### src/rtl/dec138_rr_arbiter_if.sv
// Bus between the requesters and the arbiter that drives a shared 74LS138-style decoder.
// The arbiter uses the slave modport and the request side uses the master modport.
interface dec138_rr_arbiter_if;
  logic [7:0] req;
  logic       C;
  logic       B;
  logic       A;
  logic       G;
  logic       G2A;
  logic       G2B;
  logic [7:0] Y;
  logic       busy;

  modport master (output req, input C, B, A, G, G2A, G2B, Y, busy);
  modport slave  (input req, output C, B, A, G, G2A, G2B, Y, busy);
endinterface

### src/rtl/dec138_rr_arbiter.sv
// Round-robin arbiter for 8 requesters sharing one 3-to-8 decoder, with break-before-make gaps.
// Define ARB_FIXED_PRIO_EN to get fixed lowest-index-wins priority instead of round-robin.
module dec138_rr_arbiter #(
  parameter int unsigned MAX_HOLD = 4
) (
  input logic                  clk,
  input logic                  rst_n,
  dec138_rr_arbiter_if.slave   bus
);

  localparam logic [1:0] IDLE  = 2'd0;
  localparam logic [1:0] GRANT = 2'd1;
  localparam logic [1:0] GAP   = 2'd2;

  localparam logic [3:0] HoldMax = 4'(MAX_HOLD - 1);

  logic [1:0] state_q, state_d;
  logic [2:0] idx_q, idx_d;
  logic [2:0] last_q, last_d;
  logic [3:0] hold_q, hold_d;
  logic [7:0] y_q, y_d;
  logic       en_q, en_d;
  logic [2:0] win;
  logic [2:0] scan;
  logic       others;

`ifdef ARB_FIXED_PRIO_EN
  always_comb begin
    win  = '0;
    scan = '0;
    for (int i = 7; i >= 0; i--) begin
      if (bus.req[i]) win = 3'(i);
    end
  end
`else
  // Walk offsets 8 down to 1 so the smallest offset past last_q is assigned last and wins;
  // offset 8 wraps to last_q itself, so a lone previous winner can still re-win.
  always_comb begin
    win  = '0;
    scan = '0;
    for (int i = 8; i >= 1; i--) begin
      scan = last_q + 3'(i);
      if (bus.req[scan]) win = scan;
    end
  end
`endif

  always_comb begin
    state_d = state_q;
    idx_d   = idx_q;
    last_d  = last_q;
    hold_d  = hold_q;
    others  = |(bus.req & ~(8'h01 << idx_q));
    unique case (state_q)
      IDLE, GAP: begin
        if (|bus.req) begin
          state_d = GRANT;
          idx_d   = win;
          last_d  = win;
          hold_d  = '0;
        end else begin
          state_d = IDLE;
        end
      end
      GRANT: begin
        if (!bus.req[idx_q] || ((hold_q == HoldMax) && others)) begin
          state_d = GAP;
        end else if (hold_q != HoldMax) begin
          hold_d = hold_q + 4'd1;
        end
      end
      default: state_d = IDLE;
    endcase
  end

  // Outputs are decoded from the next state so they leave the flops already aligned with it.
  always_comb begin
    en_d = (state_d == GRANT);
    y_d  = en_d ? ~(8'h01 << idx_d) : 8'hFF;
  end

  always_ff @(posedge clk) begin
    if (!rst_n) begin
      state_q <= IDLE;
      idx_q   <= 3'd0;
      last_q  <= 3'd7;
      hold_q  <= 4'd0;
      y_q     <= 8'hFF;
      en_q    <= 1'b0;
    end else begin
      state_q <= state_d;
      idx_q   <= idx_d;
      last_q  <= last_d;
      hold_q  <= hold_d;
      y_q     <= y_d;
      en_q    <= en_d;
    end
  end

  assign bus.C    = idx_q[2];
  assign bus.B    = idx_q[1];
  assign bus.A    = idx_q[0];
  assign bus.G    = en_q;
  assign bus.G2A  = ~en_q;
  assign bus.G2B  = ~en_q;
  assign bus.Y    = y_q;
  assign bus.busy = en_q;

endmodule

### src/flat_wrapper.sv
// flat-port wrapper written by rule: the top's interface ports become plain ports
module dec138_rr_arbiter_flat 
#(
  parameter int unsigned MAX_HOLD = 4
)
  (clk, rst_n, bus_req, bus_C, bus_B, bus_A, bus_G, bus_G2A, bus_G2B, bus_Y, bus_busy);
  dec138_rr_arbiter_if bus_i ();
  input logic clk;
  input logic rst_n;
  input wire logic [$bits(bus_i.req)-1:0] bus_req;
  output wire logic [$bits(bus_i.C)-1:0] bus_C;
  output wire logic [$bits(bus_i.B)-1:0] bus_B;
  output wire logic [$bits(bus_i.A)-1:0] bus_A;
  output wire logic [$bits(bus_i.G)-1:0] bus_G;
  output wire logic [$bits(bus_i.G2A)-1:0] bus_G2A;
  output wire logic [$bits(bus_i.G2B)-1:0] bus_G2B;
  output wire logic [$bits(bus_i.Y)-1:0] bus_Y;
  output wire logic [$bits(bus_i.busy)-1:0] bus_busy;
  assign bus_i.req = bus_req;
  assign bus_C = bus_i.C;
  assign bus_B = bus_i.B;
  assign bus_A = bus_i.A;
  assign bus_G = bus_i.G;
  assign bus_G2A = bus_i.G2A;
  assign bus_G2B = bus_i.G2B;
  assign bus_Y = bus_i.Y;
  assign bus_busy = bus_i.busy;
  dec138_rr_arbiter #(.MAX_HOLD(MAX_HOLD)) u_core (.clk(clk), .rst_n(rst_n), .bus(bus_i));
endmodule
### config.mk
export PLATFORM = sky130hd
export DESIGN_NAME = dec138_rr_arbiter_flat
export DESIGN_NICKNAME = d
export VERILOG_FILES = /design/src/rtl/dec138_rr_arbiter_if.sv /design/src/rtl/dec138_rr_arbiter.sv /design/src/flat_wrapper.sv
export SDC_FILE = /design/constraint.sdc
export NUM_CORES = 1
export LEC_CHECK = 0
export ABC_AREA = 1
export CORE_MARGIN = 2
export CORE_UTILIZATION = 35
export DETAILED_ROUTE_END_ITERATION = 8
export PLACE_DENSITY = 0.69
export SLEW_MARGIN = 20
export SYNTH_ARGS = -nofsm -noshare
export SYNTH_HDL_FRONTEND = slang
export SYNTH_SLANG_ARGS = --single-unit
### constraint.sdc
create_clock -name clk -period 2.2 [get_ports clk]
set_input_delay 0.44 -clock clk [delete_from_list [all_inputs] [get_ports clk]]
set_output_delay 0.44 -clock clk [all_outputs]
set_load 0.005 [all_outputs]
---- Word level (Yosys, flattened, before mapping) ----
Cells that the tools add are included.
storage, ports and cells
  flip-flop bits (word level) ............. 21
  output and inout port bits .............. 15
cells by class
  add/sub/neg operators ................... 8
  $lt $le $gt $ge ......................... 9
  eq/ne operators ......................... 8
  shift operators ......................... 2
  mux-type cells .......................... 35
  bitwise logic cells ..................... 4
  reductions and logical operators ........ 11
operator list
  kind                 number
  $lt 3x4->1 const B   9
  $mux 3               10
  $bmux 1 s3           9
  $not 8->8            2
  $reduce_or 8->1      2
  $shl 1x3->8 const A  2
  $add 3x3->3 const B  4
  $mux 4               3
  $mux 1               10
  $and 8x8->8          1
  $pmux 4 s2           1
  $add 3x2->3 const B  2
  $add 4x1->4 const B  1
  $eq 2x1->1 const B   2
  $eq 4x2->1 const B   1
  $ne 2x1->1 const B   2
  $ne 4x2->1 const B   1
  $pmux 2 s2           1
  $reduce_and 2->1     2
  $reduce_and 4->1     1
  $add 3x1->3 const B  1
  $eq 2x2->1 const B   1
  $logic_not 2->1      1
  $mux 2               1
  7 further kinds      7

---- Logic depth before layout (Yosys ltp) ----
  word-level depth ........................ 14
  mapped depth ............................ 20
  depth with buffers taken out ............ 19

---- Worst setup path before layout ----
Ideal clock, no wire load.
  kind .................................... reg-to-reg
  start point ............................. register u_core.last_q[1]
  end point ............................... register u_core.y_q[5] (netlist: u_core.bus.Y[5])
  setup time .............................. 0.127 ns
  data arrival time ....................... 1.945 ns
  setup slack ............................. 0.128 ns
  stages on the path, launching flop included .. 16
  path buffers ............................ 1
  period minus slack after synthesis ...... 2.072 ns
  cell sequence ........................... dfxtp_1 buf_4 inv_4 ha_1 inv_1 nand3_1 nand3_2 nand2_1 a21oi_1 nand3_1 nand2_1 nand2_1 nand2_1 nand2_2 a21oi_4 nand3_1
between the ends
  cells in the longest elaborated chain, start to end .. 14
  elaborated cells on any way between the ends .. 35
RTL lines
  item                                                           line                                              text
  start, declared                                                dec138_rr_arbiter.sv:19                           logic [2:0] last_q, last_d;
  start signal, assigned                                         dec138_rr_arbiter.sv:93                           last_q <= last_d;
  $add 3x3->3 / $bmux 1 s3 (equally long branches)               dec138_rr_arbiter.sv:42, dec138_rr_arbiter.sv:43
  $bmux 1 s3 / $mux 1 (equally long branches)                    dec138_rr_arbiter.sv:43                           if (bus.req[scan]) win = scan;
  $mux 1 (implied by the code) / $mux 3 (equally long branches)  dec138_rr_arbiter.sv:43
  $mux 3 (6 in a row)                                            dec138_rr_arbiter.sv:43
  $mux 3 (*)                                                     dec138_rr_arbiter.sv:43
  $mux 3 (*)                                                     dec138_rr_arbiter.sv:56                           if (|bus.req) begin
  $mux 3 (*)                                                     dec138_rr_arbiter.sv:54                           unique case (state_q)
  $shl 1x3->8 (*)                                                dec138_rr_arbiter.sv:79                           y_d = en_d ? ~(8'h01 << idx_d) : 8'hFF;
  $not 8->8 (*)                                                  dec138_rr_arbiter.sv:79
  end signal, assigned                                           dec138_rr_arbiter.sv:95                           y_q <= y_d;
  end, declared                                                  dec138_rr_arbiter.sv:21                           logic [7:0] y_q, y_d;
Mark *: on every way between the ends. The rest lies on a longest branch, timed or not. The select of a mux whose other input is x is not followed.
A chain may end at the register's enable or synchronous reset.

---- Worst setup path after layout ----
  start point ............................. register u_core.last_q[0]
  end point ............................... register u_core.y_q[6] (netlist: u_core.bus.Y[6])
Same word-level chain as after synthesis.

==> key figures <==
Min path
  • Hold path startpoint: u_core.hold_q[1]
  • Hold crit path type: reg -> reg
  • Endpoint, Worst Hold: u_core.hold_q[1]
  • Hold Crit Depth: 2

STA
  • Final Worst Setup Slack: 0.1937 ns
  • # setup viols final: 0
  • Worst slew pin tran: 0.3269 ns
  • Fin crit share: 91.20%
  • Min Tclk post-route: 2.006 ns
  • Max-slew headroom: 78.21%
  • RSZ-0062 raised after global routing: no
  • Final Hold Viols: 0
  • Clock Skew: 0.002504 ns
  • Max-slew violation count: 0
  • Final hold slack: 0.4962 ns
  • Setup TNS: 0 ns
  • Fmax: 498.4 MHz

Power and ir drop
  • Power Density: 1611 nW/um^2
  • Peak VDD IR: 707.0 uV
  • Final Power: 3.368 mW
  • LEAKAGE: 1.057 nW

GRT
  • Initial antenna violation count: 0
  • Vias in the first global route: 1580
  • Largest net degree at the start of global routing: 13
  • Total gr overflow: 0
  • Global-route wire length before repair: 6734 um
  • Aggregate global-route resource usage: 16.47%

Critical path
  • Reg2Reg Depth: 17
  • Worst path required time: 2.34 ns
  • Worst Setup Path Type: reg -> reg
  • Worst Setup End Kind: flop
  • RR Endpoint: u_core.bus.Y[6]
  • Worst reg-to-reg setup slack: 0.19 ns
  • Arr. time, crit path: 2.15 ns
  • CP startpoint kind: flop
  • Reg2reg start: u_core.last_q[0]
  • Worst-path maximum fanout: 4

Routing
  • Pre-antenna DRT Iters: 4
  • Via density: 4.959
  • Routed len/inst: 11.68 um
  • Vias: 1706
  • Violation count after the first detailed-routing iteration: 95
  • Routed Antenna Nets: 0
  • Residual DRC: 0
  • Final WL: 4018 um

Floorplanning
  • Core area: 4294 um^2
  • Die area: 4974 um^2
  • Number of cell rows: 24
  • Initial core utilization: 36.07%
  • IO Count: 25
  • Die H: 70.53 um
  • Die width: 70.53 um

Yosys
  • Syn Area/Cell: 6.246 um^2
  • Sequential fraction of the synthesis area: 27.14%
  • YS warnings: 0
  • Syn_nets: 261
  • Flops & latches, synth: 21
  • Synth Instances: 248
  • Synth cell types: 30
  • Mapped cell area: 1549 um^2

Place
  • Placed cell area: 1971 um^2
  • Detailed placer's ending HPWL: 3193 um
  • Placed insts: 340
  • Place WS: -0.1583 ns
  • GP Congestion: 0.8756
  • Port-buffer cells: 24

Clock network
  • CTS sink count: 21
  • Clk buf depth: 2
  • CTS root buffer: clkbuf_8
  • CTS tree: yes
  • Clock Pin Slew Worst Setup and Hold Paths: 0.07 ns
  • CTS H-tree lvls: 1
  • Later-pin clock latency in the skew report: 0.26 ns
  • Hold-fix buffers, CTS: 0
  • CTS Buf Count: 3
  • Post-CTS setup buffer count: 0

Final layout
  • Nets@finish: 306
  • Final Util: 48.69%
  • Area of the multi-input gates: 1010 um^2
  • Number of fill cells: 425
  • Area Growth Syn to Fin: 34.98%
  • Ant diodes: 0
  • Reg area: 422.9 um^2
  • Non-Filler Instances: 344
  • Share of cells above drive strength 1: 21.92%
  • Post-route design area: 2091 um^2

Flow run
  • Max_cap viols: 0

Status
  • Status: completed
==> cell usage in the layout, fill, tap and decap left out, drive strengths merged <==
cell type,count
nand3,49
a21oi,12
a211oi,1
clkdlybuf4s50,16
nand2,80
o22ai,3
clkbuf,3
nor2,15
xor2,1
ha,3
a31oi,2
clkinv,1
xnor2,2
dfxtp,21
inv,35
nand4,2
o21ai,12
buf,20
nor4,1
nor3b,1
o211ai,3
or2,1
dlymetal6s2s,8
==> state kept, by name, summed over array words and instances (netlist names) <==
name / flops
u_core.bus.Y: 8
u_core.hold_q: 4
u_core.idx_q: 3
u_core.last_q: 3
u_core.state_q: 2
u_core.bus.G: 1
==> per-layer routing <==
metal / up-vias / routed length, um / global-route usage, %
met3: 4 / 140 / 2.165
met4: 0 / 42 / 5.342
met1: 769 / 1741 / 19.26
met2: 34 / 2094 / 30.71
li1: 899 / - / -
met5: - / 0 / 0
==> area by class of cell <==
type,instances,area share (%)
inverters,35,6.523
well taps,52,3.112
flip-flops and latches,21,20.23
multi-input cells,188,48.29
repair buffers,44,19.63
clock inverters,1,0.2394
clock buffers,3,1.975
==> cells in the mapped netlist <==
library cell	count	area share [%]
nand2_1	70	17
nand3_1	45	15
inv_1	27	6.5
dfxtp_1	21	27
nor2_1	13	3.2
o21ai_0	11	3.6
a21oi_1	9	2.9
nand2_2	9	3.6
inv_2	6	1.5
nand3_2	4	2.6
buf_4	3	1.5
ha_1	3	2.4
o211ai_1	3	1.5
o22ai_1	3	1.2
a21oi_2	2	1.1
a31oi_1	2	0.81
inv_4	2	0.81
nand4_1	2	0.81
xnor2_1	2	1.1
a211oi_1	1	0.48
a21oi_4	1	1.1
buf_6	1	0.73
nand2_4	1	0.73
nor2_2	1	0.40
nor2_4	1	0.73
nor3b_1	1	0.48
nor4_1	1	0.40
o21ai_1	1	0.32
or2_2	1	0.40
xor2_1	1	0.57
==> how the worst max path moves through the flow <==
stage          cells after the start  slack, ns             start         endpoint
3_3_place_gp                      16      -0.14        bus_req[4]  u_core.bus.Y[6]
2_1_floorplan                     15       0.13  u_core.last_q[1]  u_core.bus.Y[5]
3_5_place_dp                      16      -0.16        bus_req[4]  u_core.bus.Y[6]
5_1_grt                           14       0.01  u_core.last_q[0]  u_core.bus.Y[5]
4_1_cts                           17       0.05  u_core.last_q[1]  u_core.bus.Y[5]
6_report                          17       0.19  u_core.last_q[0]  u_core.bus.Y[6]
==> kinds of logic after synthesis <==
kind of cell    count (synthesis)  synth area share [%]
simple gates                  149                 44.83
xor+xnor                        3                 1.697
compound gates                 33                 12.92
flops                          21                 27.14
fa+ha+maj                       3                 2.424
buf+inv                        39                 10.99
==> repair_timing <==
action,4_1_cts,5_1_grt
gates resized for setup,0,21
endpoints found under the setup margin,0,14
endpoints found under the hold margin,0,0
==> power breakdown <==
| group | switching, mW | internal [mW] |
|---|---|---|
| clock | 0.118 | 0.126 |
| combinational | 1.54 | 1.03 |
| sequential | 0.0709 | 0.485 |
| total | 1.73 | 1.64 |
==> worst max-delay path, stage by stage (launching register included) <==
cell and delay [ns]:
dfxtp_2 0.35, inv_2 0.06, ha_4 0.25, buf_4 0.15, nand3_1 0.11, nand3_2 0.12, nand2_1 0.08, inv_1 0.04
nand2_1 0.04, nand2_1 0.05, nand2_1 0.05, nand2_1 0.05, nand2_1 0.05, nand2_1 0.05, nand2_1 0.07, nand2_2 0.09
a21oi_4 0.20, nand3_1 0.10
Note: power is estimated with default switching activity, not from simulation.
==> RTL edit 1: new RTL, same flow settings <==
The option `ARB_FIXED_PRIO_EN` is turned on by a define.
--- a/src/rtl/dec138_rr_arbiter.sv
+++ b/src/rtl/dec138_rr_arbiter.sv
@@ -2,2 +2,4 @@
 // Define ARB_FIXED_PRIO_EN to get fixed lowest-index-wins priority instead of round-robin.
+`define ARB_FIXED_PRIO_EN
+
 module dec138_rr_arbiter #(
Check against the original RTL: not equivalent (a bounded check fails within 4 cycles, from zero or initial values and one cycle with rst_n low).
==> RTL edit 1 against the original RTL <==
Setup slack better by 0.10 ns. Non-clock buffer count down 18. Sequential share of layout area up 7.7 points. Cell count down 39%. Area after synthesis down 36%. Sequential cell count down 3. Combinational power down 93%. Wire length down 43%. Power down 78%. Cell area down 38%. Critical path type is now flip-flop to output port. Highest routed layer unchanged.
==> RTL edit 1: results (changes against the original RTL) <==
Cells and area
  • # diodes: 0 (unchanged)
  • # nets final: 191 (-38%)
  • Max FFs per register: 8 (unchanged)
  • Fraction of layout instances using a drive strength above 1: 8.94% (-13 points)

Pwr
  • Peak VDD IR: 0.000393 V (-44%)
  • Leak: 0.583 nW (-45%)

Clock tree
  • Setup repair bufs after CTS: 0 (unchanged)
  • CTS H-tree depth: 1 (unchanged)
  • CTS Buffer Depth: 2 (unchanged)
  • Clk Latency, worst-skew pair: 0.29 ns (+0.03 ns)
  • CTS Buf Count: 3 (unchanged)
  • Cts repair resizes: 0 (unchanged)
  • CTS Hold Bufs: 0 (unchanged)
  • Root Buffer: clkbuf_4
  • Reg clk slew, reported paths: 0.10 ns (+0.03 ns)

Synth
  • Post-synth ARST share: 0% (unchanged)
  • Post-synth cell types: 21 (-30%)
  • Area contributors post-synth: dfxtp_1 36%, nand2_1 15%, nand3_1 13%
  • Ys flop type: dfxtp_1
  • Post-synthesis sequential area ratio: 36.2% (+9.0 points)
  • Syn Nets: 164 (-37%)
  • Top cells by count, synth: 39 x nand2_1, 25 x nand3_1, 20 x inv_1
  • Yosys warnings: 0 (unchanged)

GRT
  • Tot GR Track Use: 14.9% (-1.6 points)
  • Antenna violations before repair: 0 (unchanged)
  • Largest net degree at the start of global routing: 13 (unchanged)
  • Vias in the first global route: 994 (-37%)
  • First-pass GRT wire length: 3920 µm (-42%)

Timing
  • Clk_skew: 0.00277 ns (+0.000270 ns)
  • Least-Margin Pin Slew: 0.423 ns (+0.0958 ns)

Critical path
  • R2r worst-path depth: 10 (-7)
  • CP max stage delay: 0.59 ns (+0.24 ns)
  • Crit path max fanout: 12 (+8)
  • Critical-path top delay cell: dfxtp_1
  • Arrival @ worst endpoint: 1.47 ns (-0.68 ns)
  • Critical path's top delay family: flip-flops

Min path
  • Hold Path Class: flip-flop to flip-flop
  • Cells on Worst Hold Path: 2 (unchanged)

Placed design
  • RePlAce Congestion: 0.811 (-7.4%)
  • Pre-CTS setup slack: 0.0651 ns (+0.223 ns)
  • Port Buffer Count: 24 (unchanged)
  • Dpl hpwl: 1860 µm (-42%)

Run status
  • Outcome: complete, no violations

Routing
  • DR pass1 iterations: 5 (+1)
  • Initial DRC Count: 49 (-48%)
  • Routed WL: 2300 µm (-43%)
  • Vias: 1048 (-39%)
RTL edit 1: changes by cell type after synthesis, moves of 3 or more:
cell	change
o211ai_1	-3
nor2_1	+4
dfxtp_1	-3
nand2_1	-31
a21oi_1	-3
nand3_1	-20
o22ai_1	-3
nand3_2	-3
inv_1	-7
nand2_2	-6
o21ai_0	-8
RTL edit 1: path summary, 6_finish.rpt:
path / start / end / slack (ns)
setup reg to reg: u_core.idx_q[0] / u_core.bus.Y[1] / 0.43
hold reg to reg: u_core.hold_q[1] / u_core.hold_q[1] / 0.51
hold / removal: u_core.hold_q[1] / u_core.hold_q[1] / 0.51
setup / recovery: u_core.idx_q[0] / bus_A / 0.29
RTL edit 1: cell type report:
cell class	instances	area, µm²
flip-flops and latches	18	360
fillers	281	1450
clock buffers	4	36.3
repair buffers	26	255
inverters	25	93.8
multi-input cells	106	504
well taps	31	38.8
RTL edit 1: cell families (layout without fill, tap and decap cells):
family,after synthesis,after routing,share of synthesized area [%]
AOI/OAI and AO/OA,11,11,6.91
xor gates and xnor gates,2,2,1.76
adders and majority gates,1,1,1.26
buffers and inverters,29,55,13.2
DFF,18,18,36.2
and+or+nand+nor,92,92,40.7
RTL edit 1: where the power goes:
group / leakage, nW / switching, mW / internal [mW]
clock network: 0.0210 / 0.0985 / 0.101
registers: 0.147 / 0.0162 / 0.343
logic: 0.415 / 0.100 / 0.0811
total: 0.583 / 0.215 / 0.525
RTL edit 1: layer usage:
metal | track usage [%] | vias to the layer above | share of wire, %
li1 | - | 531 | -
met1 | 17.3 | 483 | 44
met2 | 27.3 | 29 | 50
met3 | 2.72 | 5 | 4.6
met4 | 4.98 | 0 | 1.3
met5 | 0 | - | 0
RTL edit 1: per-stage QoR:
stage	cells	area, µm²	power (mW)
floorplan	153	996	0.476
global placement	206	1250	0.542
detailed placement	206	1250	0.548
CTS	210	1290	0.745
global route	210	1290	0.785
finish	210	1290	0.740
==> RTL edit 2: new RTL, same settings <==
Made on the original files. Reset style: asynchronous (`rst_n`), changed in one clocked block.
--- a/src/rtl/dec138_rr_arbiter.sv
+++ b/src/rtl/dec138_rr_arbiter.sv
@@ -81,3 +81,3 @@
 
-  always_ff @(posedge clk) begin
+  always_ff @(posedge clk or negedge rst_n) begin
     if (!rst_n) begin
Formal check against the unedited RTL: differs if rst_n is asserted again (counterexample within 4 cycles, from zero or initial values and one cycle with rst_n low); with rst_n held inactive, the same outputs for 10 cycles.
==> RTL edit 2 against the original RTL <==
Sequential cell count is the same. Wire length grew 15%. Critical path depth is the same. Setup slack lost 0.18 ns. Clock skew shrank 0.00079 ns. Non-clock buffer count grew 11. Cell area grew 18%. Area after synthesis grew 13%. Critical endpoint is now u_core.bus.Y[1]. Largest cell class unchanged.
Power is not shown: default switching activity piles up to over one toggle a cycle in this logic, so the estimate is an artifact.
==> RTL edit 2: results (changes against the original RTL) <==
Critical path
  • R2R Setup Slk: 0.01 ns (-0.18 ns)
  • Reg2reg start: u_core.last_q[0]
  • FF-to-FF End: u_core.bus.Y[1]
  • Crit path max fanout: 6 (+2)
  • Arrival @ worst endpoint: 2.37 ns (+0.22 ns)

Placed design
  • Pre-CTS setup slack: -0.123 ns (+0.0350 ns)
  • Dpl hpwl: 3530 µm (+11%)
  • Dpl cells: 359 (+5.6%)
  • RePlAce Congestion: 0.883 (+0.81%)
  • DP Area: 0.00224 mm² (+14%)

Min path
  • Hold Path Class: primary input to async pin

Synth
  • Mapped Cells: 245 (-1.2%)
  • Post-synthesis sequential area ratio: 30.7% (+3.6 points)
  • Post-Synth XOR/XNOR Area: 5.13% (+3.4 points)
  • Post-synth ARST share: 100% (+100 points)
  • Adder-cell share of the synthesized area: 2.14% (-0.29 points)
  • Top cells by count, synth: 63 x nand2_1, 37 x nand3_1, 28 x inv_1
  • Compound-Gate Fraction of Synth Area: 12.2% (-0.74 points)
  • Ys flop type: dfstp_2
  • Mux share of post-synthesis cell area: 0% (unchanged)
  • Syn Nets: 258 (-1.1%)
  • Area contributors post-synth: dfstp_2 16%, dfrtp_1 14%, nand2_1 13%
  • Post-synth cell types: 31 (+3.3%)

Cells and area
  • Non-filler cells in the finished layout: 366 (+6.4%)
  • Layout fillers: 441 (+3.8%)
  • # nets final: 313 (+2.3%)
  • Fraction of layout instances using a drive strength above 1: 32.8% (+11 points)

Run status
  • Outcome: complete, no violations

Routing
  • Via/cell ratio: 4.80 (-3.3%)
  • Avg WL per Cell: 12.6 µm (+7.7%)
  • Initial DRC Count: 76 (-20%)

Timing
  • Clk_skew: 0.00171 ns (-0.000793 ns)
  • Max_slew headroom: 78.0% (-0.20 points)
  • Setup WS post-layout: 0.0147 ns (-0.179 ns)

GRT
  • Vias in the first global route: 1716 (+8.6%)
  • First-pass GRT wire length: 7530 µm (+12%)
  • Largest net degree at the start of global routing: 22 (+9)
  • Tot GR Track Use: 17.3% (+0.78 points)

Clock tree
  • Reg clk slew, reported paths: 0.08 ns
-- RTL edit 2: metrics by stage --
| stage | hold WS, ns | TNS [ns] | util [%] |
|---|---|---|---|
| after global placement | 0.507 | -0.553 | 46.8 |
| after global routing | 0.542 | -1.34 | 51.6 |
| final | 0.507 | 0 | 51.6 |
| after detailed placement | 0.523 | -0.679 | 46.8 |
| after floorplan | 0.144 | 0 | - |
| after CTS | 0.513 | 0 | 48.5 |
-- RTL edit 2: final cells by class --
class                   instances  share of cell area (%)
multi-input cells             185                    47.8
flip-flops and latches         21                    21.9
repair buffers                 55                    19.8
inverters                      34                    5.27
well taps                      67                    3.40
clock buffers                   3                    1.67
clock inverters                 1                   0.203
-- RTL edit 2: cells by family after synthesis --
logic type | after synthesis
compound gates | 33
xor+xnor | 6
fa+ha+maj | 3
buf+inv | 39
flops | 21
simple gates | 143
-- RTL edit 2: how the worst max path moves through the flow --
stage,from,to,cells after the start
after floorplan,u_core.last_q[1],u_core.bus.Y[7],17
after global placement,bus_req[4],u_core.bus.Y[5],16
after detailed placement,bus_req[5],u_core.bus.Y[6],16
after CTS,u_core.last_q[0],u_core.bus.Y[5],14
after global routing,u_core.last_q[0],u_core.bus.Y[1],17
final,u_core.last_q[0],u_core.bus.Y[1],17
-- RTL edit 2: worst max-delay path: stages (launching register included) --
cell and delay, ns:
dfstp_2 0.56, inv_2 0.05, ha_4 0.32, inv_4 0.07, nand3_4 0.09, nand3_4 0.10
nand2_2 0.08, nand2_1 0.05, nand2_1 0.05, nand2_1 0.05, nand2_1 0.05, nand2_1 0.06
nand2_1 0.05, nand2_1 0.07, nand2_2 0.12, nand2_4 0.07, nor2_4 0.19, nand3_2 0.09
-- RTL edit 2: what timing repair did --
item                       CTS  global route
hold buffers                 0             0
pin swaps                    0            12
resized for setup            5            24
setup buffers                0             3
setup endpoints to repair    8            12
cloned                       0             0
-- RTL edit 2: per-layer routing --
layer  GRT usage (%)  up-vias  part of all wire (%)
li1                -      903                     -
met3            1.20       13                   2.3
met4            5.36        0                   2.5
met1            21.9      802                    43
met5               0        -                     0
met2            31.1       37                    52
